[src/rtl/wb_port_arbiter.sv]
// ============================================================================
//  Module   : wb_port_arbiter
//  Purpose  : Arbitrates the register-file write port between the pipeline WB
//             path and a FIFO of long-latency results. The FIFO also tracks
//             pending destinations and resolves WAW ordering.
//  Options  : WBARB_STARVE_EN - forced drain of a starved FIFO head
//  Revision : 1.0 - initial release
// ============================================================================
`default_nettype none

module wb_port_arbiter #(
    parameter int DEPTH    = 4,
    parameter int MAX_WAIT = 8
) (
    input  logic                       clk,
    input  logic                       rst,
    input  logic                       pipe_regWrite,
    input  logic [4:0]                 pipe_rd_addr,
    input  logic [31:0]                pipe_rd_data,
    input  logic                       ll_valid,
    output logic                       ll_ready,
    input  logic [4:0]                 ll_rd_addr,
    input  logic [31:0]                ll_rd_data,
    input  logic [4:0]                 rs1_addr,
    input  logic [4:0]                 rs2_addr,
    output logic                       rs1_pending,
    output logic                       rs2_pending,
    output logic                       rf_we,
    output logic [4:0]                 rf_waddr,
    output logic [31:0]                rf_wdata,
    output logic                       pipe_stall,
    output logic [$clog2(DEPTH):0]     buf_count
);

    localparam int c_PTR_W = $clog2(DEPTH);
    localparam int c_CNT_W = c_PTR_W + 1;

    logic [c_PTR_W-1:0] rd_ptr_q, rd_ptr_d;
    logic [c_PTR_W-1:0] wr_ptr_q, wr_ptr_d;
    logic [c_CNT_W-1:0] count_q,  count_d;
    logic [DEPTH-1:0]   live_q,   live_d;
    logic [4:0]         addr_q [DEPTH];
    logic [4:0]         addr_d [DEPTH];
    logic [31:0]        data_q [DEPTH];
    logic [31:0]        data_d [DEPTH];

    logic w_pipe_wr_ok;
    logic w_pipe_perf;
    logic w_head_valid;
    logic w_head_live;
    logic w_stall;
    logic w_ready;
    logic w_push;
    logic w_pop;

    assign w_pipe_wr_ok = pipe_regWrite && (pipe_rd_addr != 5'd0);
    assign w_head_valid = (count_q != '0);
    assign w_head_live  = w_head_valid && live_q[rd_ptr_q];
    assign w_ready      = !rst && (count_q < c_CNT_W'(DEPTH));
    assign w_push       = ll_valid && w_ready && (ll_rd_addr != 5'd0);
    assign w_pipe_perf  = w_pipe_wr_ok && !w_stall;
    // The head leaves the FIFO every cycle except when it is live and loses the port.
    assign w_pop        = w_head_valid && !(w_head_live && w_pipe_perf);

`ifdef WBARB_STARVE_EN
    localparam int c_SW = $clog2(MAX_WAIT + 1);

    logic [c_SW-1:0] starve_q, starve_d;

    assign w_stall = !rst && w_head_live && w_pipe_wr_ok && (starve_q == c_SW'(MAX_WAIT - 1));

    always_comb begin
        starve_d = starve_q;
        if (!w_head_valid || w_pop) begin
            starve_d = '0;
        end else if (w_head_live && w_pipe_wr_ok) begin
            starve_d = starve_q + c_SW'(1);
        end
    end

    always_ff @(posedge clk or posedge rst) begin
        if (rst) begin
            starve_q <= '0;
        end else begin
            starve_q <= starve_d;
        end
    end
`else
    logic w_unused_cfg;

    assign w_stall      = 1'b0;
    assign w_unused_cfg = (MAX_WAIT > 0);
`endif

    // FIFO next-state: WAW kill first, then pop, then push into the free slot.
    always_comb begin
        live_d   = live_q;
        addr_d   = addr_q;
        data_d   = data_q;
        rd_ptr_d = rd_ptr_q;
        wr_ptr_d = wr_ptr_q;
        if (w_pipe_perf) begin
            for (int i = 0; i < DEPTH; i++) begin
                if (addr_q[i] == pipe_rd_addr) begin
                    live_d[i] = 1'b0;
                end
            end
        end
        if (w_pop) begin
            live_d[rd_ptr_q] = 1'b0;
            rd_ptr_d         = rd_ptr_q + c_PTR_W'(1);
        end
        if (w_push) begin
            live_d[wr_ptr_q] = 1'b1;
            addr_d[wr_ptr_q] = ll_rd_addr;
            data_d[wr_ptr_q] = ll_rd_data;
            wr_ptr_d         = wr_ptr_q + c_PTR_W'(1);
        end
        count_d = count_q + c_CNT_W'(w_push) - c_CNT_W'(w_pop);
    end

    always_ff @(posedge clk or posedge rst) begin
        if (rst) begin
            rd_ptr_q <= '0;
            wr_ptr_q <= '0;
            count_q  <= '0;
            live_q   <= '0;
            for (int i = 0; i < DEPTH; i++) begin
                addr_q[i] <= 5'd0;
                data_q[i] <= 32'd0;
            end
        end else begin
            rd_ptr_q <= rd_ptr_d;
            wr_ptr_q <= wr_ptr_d;
            count_q  <= count_d;
            live_q   <= live_d;
            addr_q   <= addr_d;
            data_q   <= data_d;
        end
    end

    always_comb begin
        rf_we    = 1'b0;
        rf_waddr = 5'd0;
        rf_wdata = 32'd0;
        if (rst) begin
            rf_we = 1'b0;
        end else if (w_stall) begin
            rf_we    = 1'b1;
            rf_waddr = addr_q[rd_ptr_q];
            rf_wdata = data_q[rd_ptr_q];
        end else if (w_pipe_wr_ok) begin
            rf_we    = 1'b1;
            rf_waddr = pipe_rd_addr;
            rf_wdata = pipe_rd_data;
        end else if (w_head_live) begin
            rf_we    = 1'b1;
            rf_waddr = addr_q[rd_ptr_q];
            rf_wdata = data_q[rd_ptr_q];
        end
    end

    always_comb begin
        rs1_pending = 1'b0;
        rs2_pending = 1'b0;
        for (int i = 0; i < DEPTH; i++) begin
            if (live_q[i] && (addr_q[i] == rs1_addr) && (rs1_addr != 5'd0)) begin
                rs1_pending = 1'b1;
            end
            if (live_q[i] && (addr_q[i] == rs2_addr) && (rs2_addr != 5'd0)) begin
                rs2_pending = 1'b1;
            end
        end
    end

    assign ll_ready   = w_ready;
    assign pipe_stall = w_stall;
    assign buf_count  = count_q;

endmodule

`default_nettype wire

[config.mk]
export PLATFORM = sky130hd
export DESIGN_NAME = wb_port_arbiter
export DESIGN_NICKNAME = d
export VERILOG_FILES = /design/src/rtl/wb_port_arbiter.sv
export SDC_FILE = /design/constraint.sdc
export NUM_CORES = 1
export LEC_CHECK = 0
export ABC_CLOCK_PERIOD_IN_PS = 8200
export BUFFER_PORTS_ARGS = -buffer_cell sky130_fd_sc_hd__buf_2
export CORE_AREA = 2 2 139 141
export DETAILED_ROUTE_END_ITERATION = 10
export DIE_AREA = 0 0 141 143
export PLACE_DENSITY = 0.68
export SYNTH_ARGS = -nofsm -noshare
export SYNTH_HDL_FRONTEND = slang
export SYNTH_SLANG_ARGS = --single-unit
[constraint.sdc]
create_clock -name clk -period 8.2 [get_ports clk]
set_input_delay 0.41 -clock clk [delete_from_list [all_inputs] [get_ports clk]]
set_output_delay 0.41 -clock clk [all_outputs]
set_load 0.05 [all_outputs]
## Word level (Yosys, flattened, before mapping)

Cells that the tools add are included.

- Add/sub/neg operators: 4
- Order comparisons: 8
- Eq/ne operators: 12
- Multiplexer cells: 42
- Bitwise logic cells: 5
- Reductions and logical operators: 33

Operators by type and width:

| operator | count |
|---|---|
| 32-bit two-way mux | 6 |
| 128-bit bitwise mux | 1 |
| 32-bit binary-select mux with 2-bit select | 1 |
| 32-bit demux with 2-bit select | 1 |
| 5-bit == test | 12 |
| 5-bit two-way mux | 6 |
| 1-bit logical AND | 26 |
| 20-bit bitwise mux | 1 |
| 5-bit nonzero test | 4 |
| 1-bit two-way mux | 18 |
| 4-bit two-way mux | 3 |
| 5-bit binary-select mux with 2-bit select | 1 |
| 5-bit demux with 2-bit select | 1 |
| 3-bit >= comparator (second input constant) | 2 |
| 2-bit by 3-bit less-than comparator with 1-bit output (second input constant) | 2 |
| 2-bit NOT with 3-bit output | 2 |
| 2-bit by 1-bit adder with 2-bit output (second input constant) | 2 |
| 4-bit AND | 1 |
| 1-bit demux with 2-bit select | 2 |
| 2-bit by 1-bit >= comparator with 1-bit output (second input constant) | 2 |
| 4-bit NOT | 1 |
| 4-bit bitwise OR | 1 |
| 3-bit by 1-bit adder with 3-bit output | 1 |
| 3-bit by 1-bit less-than comparator with 1-bit output (second input constant) | 1 |
| other kinds (5) | 6 |

- Register bits after elaboration: 159
- Bits of input ports: 88
- Output and inout port bits: 45
- Logic and storage cells: 116

## Longest topological paths before layout

- Depth after elaboration: 9
- Mapped depth: 10
- Depth with buffers taken out: 8

## Worst setup path after synthesis

OpenSTA, ideal clock, no wires.

- Path type: input to output
- From: input rst
- To: output rf_waddr[0]
- Arrival time: 5,147 ps
- Required time: 7,790 ps
- Path slack: 2,643 ps
- Stages on the path: 5
- Path buffers: 2
- Cell sequence: inv_1 nand2_1 buf_4 buf_6 a21oi_1

- Cells in the longest elaborated chain, start to end: 1

Ends and longest elaborated chain:

| what | RTL line | source |
|---|---|---|
| from (decl) | 16 | `input logic rst,` |
| 5-bit two-way mux | 146 | `if (rst) begin` |
| to (decl) | 29 | `output logic [4:0] rf_waddr,` |

No other way between the ends.

## Worst setup path after layout

- From: register live_q[3]
- To: output rf_wdata[20]

- Cells in the longest elaborated chain, start to end: 6

Ends and longest elaborated chain:

| what | RTL line | source |
|---|---|---|
| from (decl) | 41 | `logic [DEPTH-1:0] live_q, live_d;` |
| from (signal assigned) | 136 | `live_q <= live_d;` |
| 1-bit binary-select mux with 2-bit select | 58 | `assign w_head_live = w_head_valid && live_q[rd_ptr_q];` |
| 1-bit two-way mux (not written as such) | 58 |  |
| 1-bit logical AND | 58 |  |
| 32-bit two-way mux | 156 | `end else if (w_head_live) begin` |
| 32-bit two-way mux | 152 | `end else if (w_pipe_wr_ok) begin` |
| 32-bit two-way mux | 146 |  |
| to (decl) | 30 | `output logic [31:0] rf_wdata,` |

No other way between the ends. The select of a mux whose other input is x is not followed.

==> impl_metrics.env <==
export IMPL_outcome="complete, no violations"
export IMPL_post_synth_top_count_cell="dfrtp_1"
export IMPL_synth_cell_types=35
export IMPL_fin_hold_ws_ps=126
export IMPL_worst_pin_slew_ps=902
export IMPL_finalHoldViolCount=0
export IMPL_die_y_um=143
export IMPL_grt_usage=0.220
export IMPL_yosysSeqAreaShare=0.450
export IMPL_synth_seq_cells=159
export IMPL_crit_slowest_cell="nand2_2"
export IMPL_grt_pass1_wl_mm=33.8
export IMPL_synth_top_cell_area_share=0.450
export IMPL_power_leakage_nw=4.86
export IMPL_max_stage_delay_ps=640
export IMPL_async_flop_share=1.00
export IMPL_powerDensity_nw_per_um2=389
export IMPL_final_nets=851
export IMPL_first_iter_violations=367
export IMPL_yosys_area_top_type="dfrtp_1"
export IMPL_fin_ws_ps=5190
export IMPL_critPathLaunch="live_q[3]"
export IMPL_swShare=0.352
export IMPL_p_total_mw=3.88
export IMPL_worstReg2RegStart="live_q[3]"
export IMPL_yosys_warnings=0
export IMPL_cts_inserted_buffers=17
export IMPL_p_int_mw=2.52
export IMPL_cp_start_kind="flop"
export IMPL_clock_skew_final_ps=8.21
export IMPL_drv_slew=0
export IMPL_overflow=0
export IMPL_post_cts_resized=0
export IMPL_period_needed_ps=3010
export IMPL_cts_root_buf="clkbuf_16"
export IMPL_remaining_drc_errors=0
export IMPL_hpwlAfterDp_mm=13.8
export IMPL_finalSetupViolCount=0
export IMPL_dieArea_sq_um=20200
export IMPL_crit_type="reg2out"
export IMPL_fmax_mhz=332
export IMPL_slew_headroom=0.399
export IMPL_wl_per_cell_um=21.0
export IMPL_area_delta_synth_final_pct=12.7
export IMPL_clk_pin_slew_worst_paths_ps=60
export IMPL_dp_slack_ps=5250
export IMPL_required_ps=7790
export IMPL_synth_edf_count=0
export IMPL_core_area_sq_um=18600
export IMPL_synth_common_cells="dfrtp_1 (159), nand2_1 (83), mux2_4 (76), mux2_2 (72), xor2_1 (40)"
export IMPL_holdBufCountCts=0
export IMPL_antenna_found_initial=1
export IMPL_grt_max_degree=90
export IMPL_p_switching_mw=1.37
export IMPL_fin_tns_setup_ps=0
export IMPL_drtPass1Iterations=4
export IMPL_avgSynthCellArea_sq_um=13.6
export IMPL_cts_sinks=159
export IMPL_cts_buffer_depth=2
export IMPL_path_max_fanout=38
export IMPL_rsz0062_at_grt="no"
export IMPL_htreeDepth=4
export IMPL_cts_tree="yes"
export IMPL_gp_congestion=0.889
export IMPL_synth_area_sq_um=8850
export IMPL_synth_cells=650
export IMPL_fin_util=0.537
export IMPL_grt_pass1_vias=6153
export IMPL_rr_worst_depth=7
export IMPL_portBuffers=131
export IMPL_path_cells="mux4_2 > nand2b_1 > nand2_1 > nand2_2 > a21oi_1 > buf_2"
export IMPL_vias_per_cell=5.56
export IMPL_io_pins=133
export IMPL_combinationalPowerShare=0.420
export IMPL_critical_path_arrival_ps=2600
export IMPL_hp_class="in2async"
export IMPL_vias=5564
export IMPL_clk_latency_ps=430
export IMPL_clockPowerShare=0.199
export IMPL_drt_total_wl_mm=21.0
export IMPL_syn_num_nets=748
export IMPL_end_kind="output port"
export IMPL_final_layout_size_suffix_gt1_frac=0.479
export IMPL_floorplan_initialDensity=0.476
export IMPL_row_count=50
export IMPL_fin_crit_sh=0.367
export IMPL_die_w_um=141
export IMPL_post_cts_setup_buffers=0
export IMPL_peakVddDrop_mv=0.174
export IMPL_reg2reg_slack_ps=5760
export IMPL_pwr_share_seq=0.380
export IMPL_synth_flop_cell="dfrtp_1"
export IMPL_r2r_end="buf_count[2]"
export IMPL_synthTopCellsByArea="dfrtp_1 (45%), mux2_4 (13%), mux4_2 (9.7%)"
export IMPL_maxCapViolCount=0
export IMPL_final_antenna_net_count=0
-- critical path: cells and delay by family, from the launching register on --
family                 cells  cell delay, ps
AO/OA/AOI/OAI              1              90
AND/OR/NAND/NOR            3             800
multiplexers               1             550
buffers and inverters      1             260
flip-flops                 1             440
-- how the worst max path moves through the flow --
stage	depth (start not counted)	slack (ps)	to
CTS	6	5180	rf_wdata[20]
finish	6	5190	rf_wdata[20]
floorplan	5	2640	rf_waddr[0]
global route	5	4990	rf_wdata[15]
global placement	7	5330	rf_wdata[27]
detailed placement	5	5250	rf_wdata[20]
-- logic make-up after synthesis --
group | count (synthesis) | synth area share
buffers and inverters | 59 | 0.0557
AOI/OAI and AO/OA | 54 | 0.0376
and+or+nand+nor | 116 | 0.0601
adders and majority gates | 10 | 0.0150
DFF | 159 | 0.450
muxes | 186 | 0.317
other | 1 | 0.000424
xor gates and xnor gates | 65 | 0.0643
-- flip-flops by register name (all words and copies together) (netlist names) --
name / count
addr_q: 20
buf_count: 3
data_q: 128
live_q: 4
rd_ptr_q: 2
wr_ptr_q: 2
-- power by group through the flow --
| stage | Combinational (mW) | Clock, mW | Sequential, mW |
|---|---|---|---|
| 2_1_floorplan | 1.36 | 0 | 1.39 |
| 3_3_place_gp | 1.59 | 0 | 1.44 |
| 3_5_place_dp | 1.64 | 0 | 1.48 |
| 4_1_cts | 1.65 | 0.785 | 1.47 |
| 5_1_grt | 1.76 | 0.819 | 1.52 |
| 6_report | 1.63 | 0.773 | 1.48 |
-- through the flow --
stage / cell area, sq um / std cells
2_1_floorplan: 8850 / 650
3_3_place_gp: 9390 / 968
3_5_place_dp: 9390 / 968
4_1_cts: 9970 / 1000
5_1_grt: 9970 / 1000
6_report: 9980 / 1001
-- per-layer routing --
metal  wire (um)  up-vias  share of wire  GRT usage
li1            -     2503              -          -
met1        9020     2911           0.43      0.272
met2       10700      117           0.51      0.385
met3         894       31          0.042     0.0433
met4         369        2          0.018     0.0805
met5          17        -        0.00081          0
-- cell type report --
type	count	area, sq um
Antenna cell	1	2.50
Clock buffer	21	480
Clock inverter	11	106
Fill cell	1543	8600
Inverter	7	31.3
Multi-Input combinational cell	432	4390
Sequential cell	159	3980
Tap cell	234	293
Timing Repair Buffer	136	693
-- cell usage in the layout, fill, tap and decap left out, types with 2 or more instances in the layout --
master,n
a21o_1,4
a21oi_1,37
buf_2,131
buf_4,5
clkbuf_16,17
clkbuf_8,4
clkinv_2,2
clkinv_4,3
clkinvlp_4,3
dfrtp_1,157
dfrtp_2,2
ha_1,9
inv_1,6
inv_6,3
mux2_2,72
mux2_4,76
mux4_2,38
nand2_1,82
nand2_4,4
nand3_1,12
nand4_1,2
nor4_1,8
o21a_1,3
o21ai_0,2
o41ai_1,4
or4_1,2
or4_4,2
xnor2_1,25
xor2_1,40
Power figures use the tool's default switching activity.
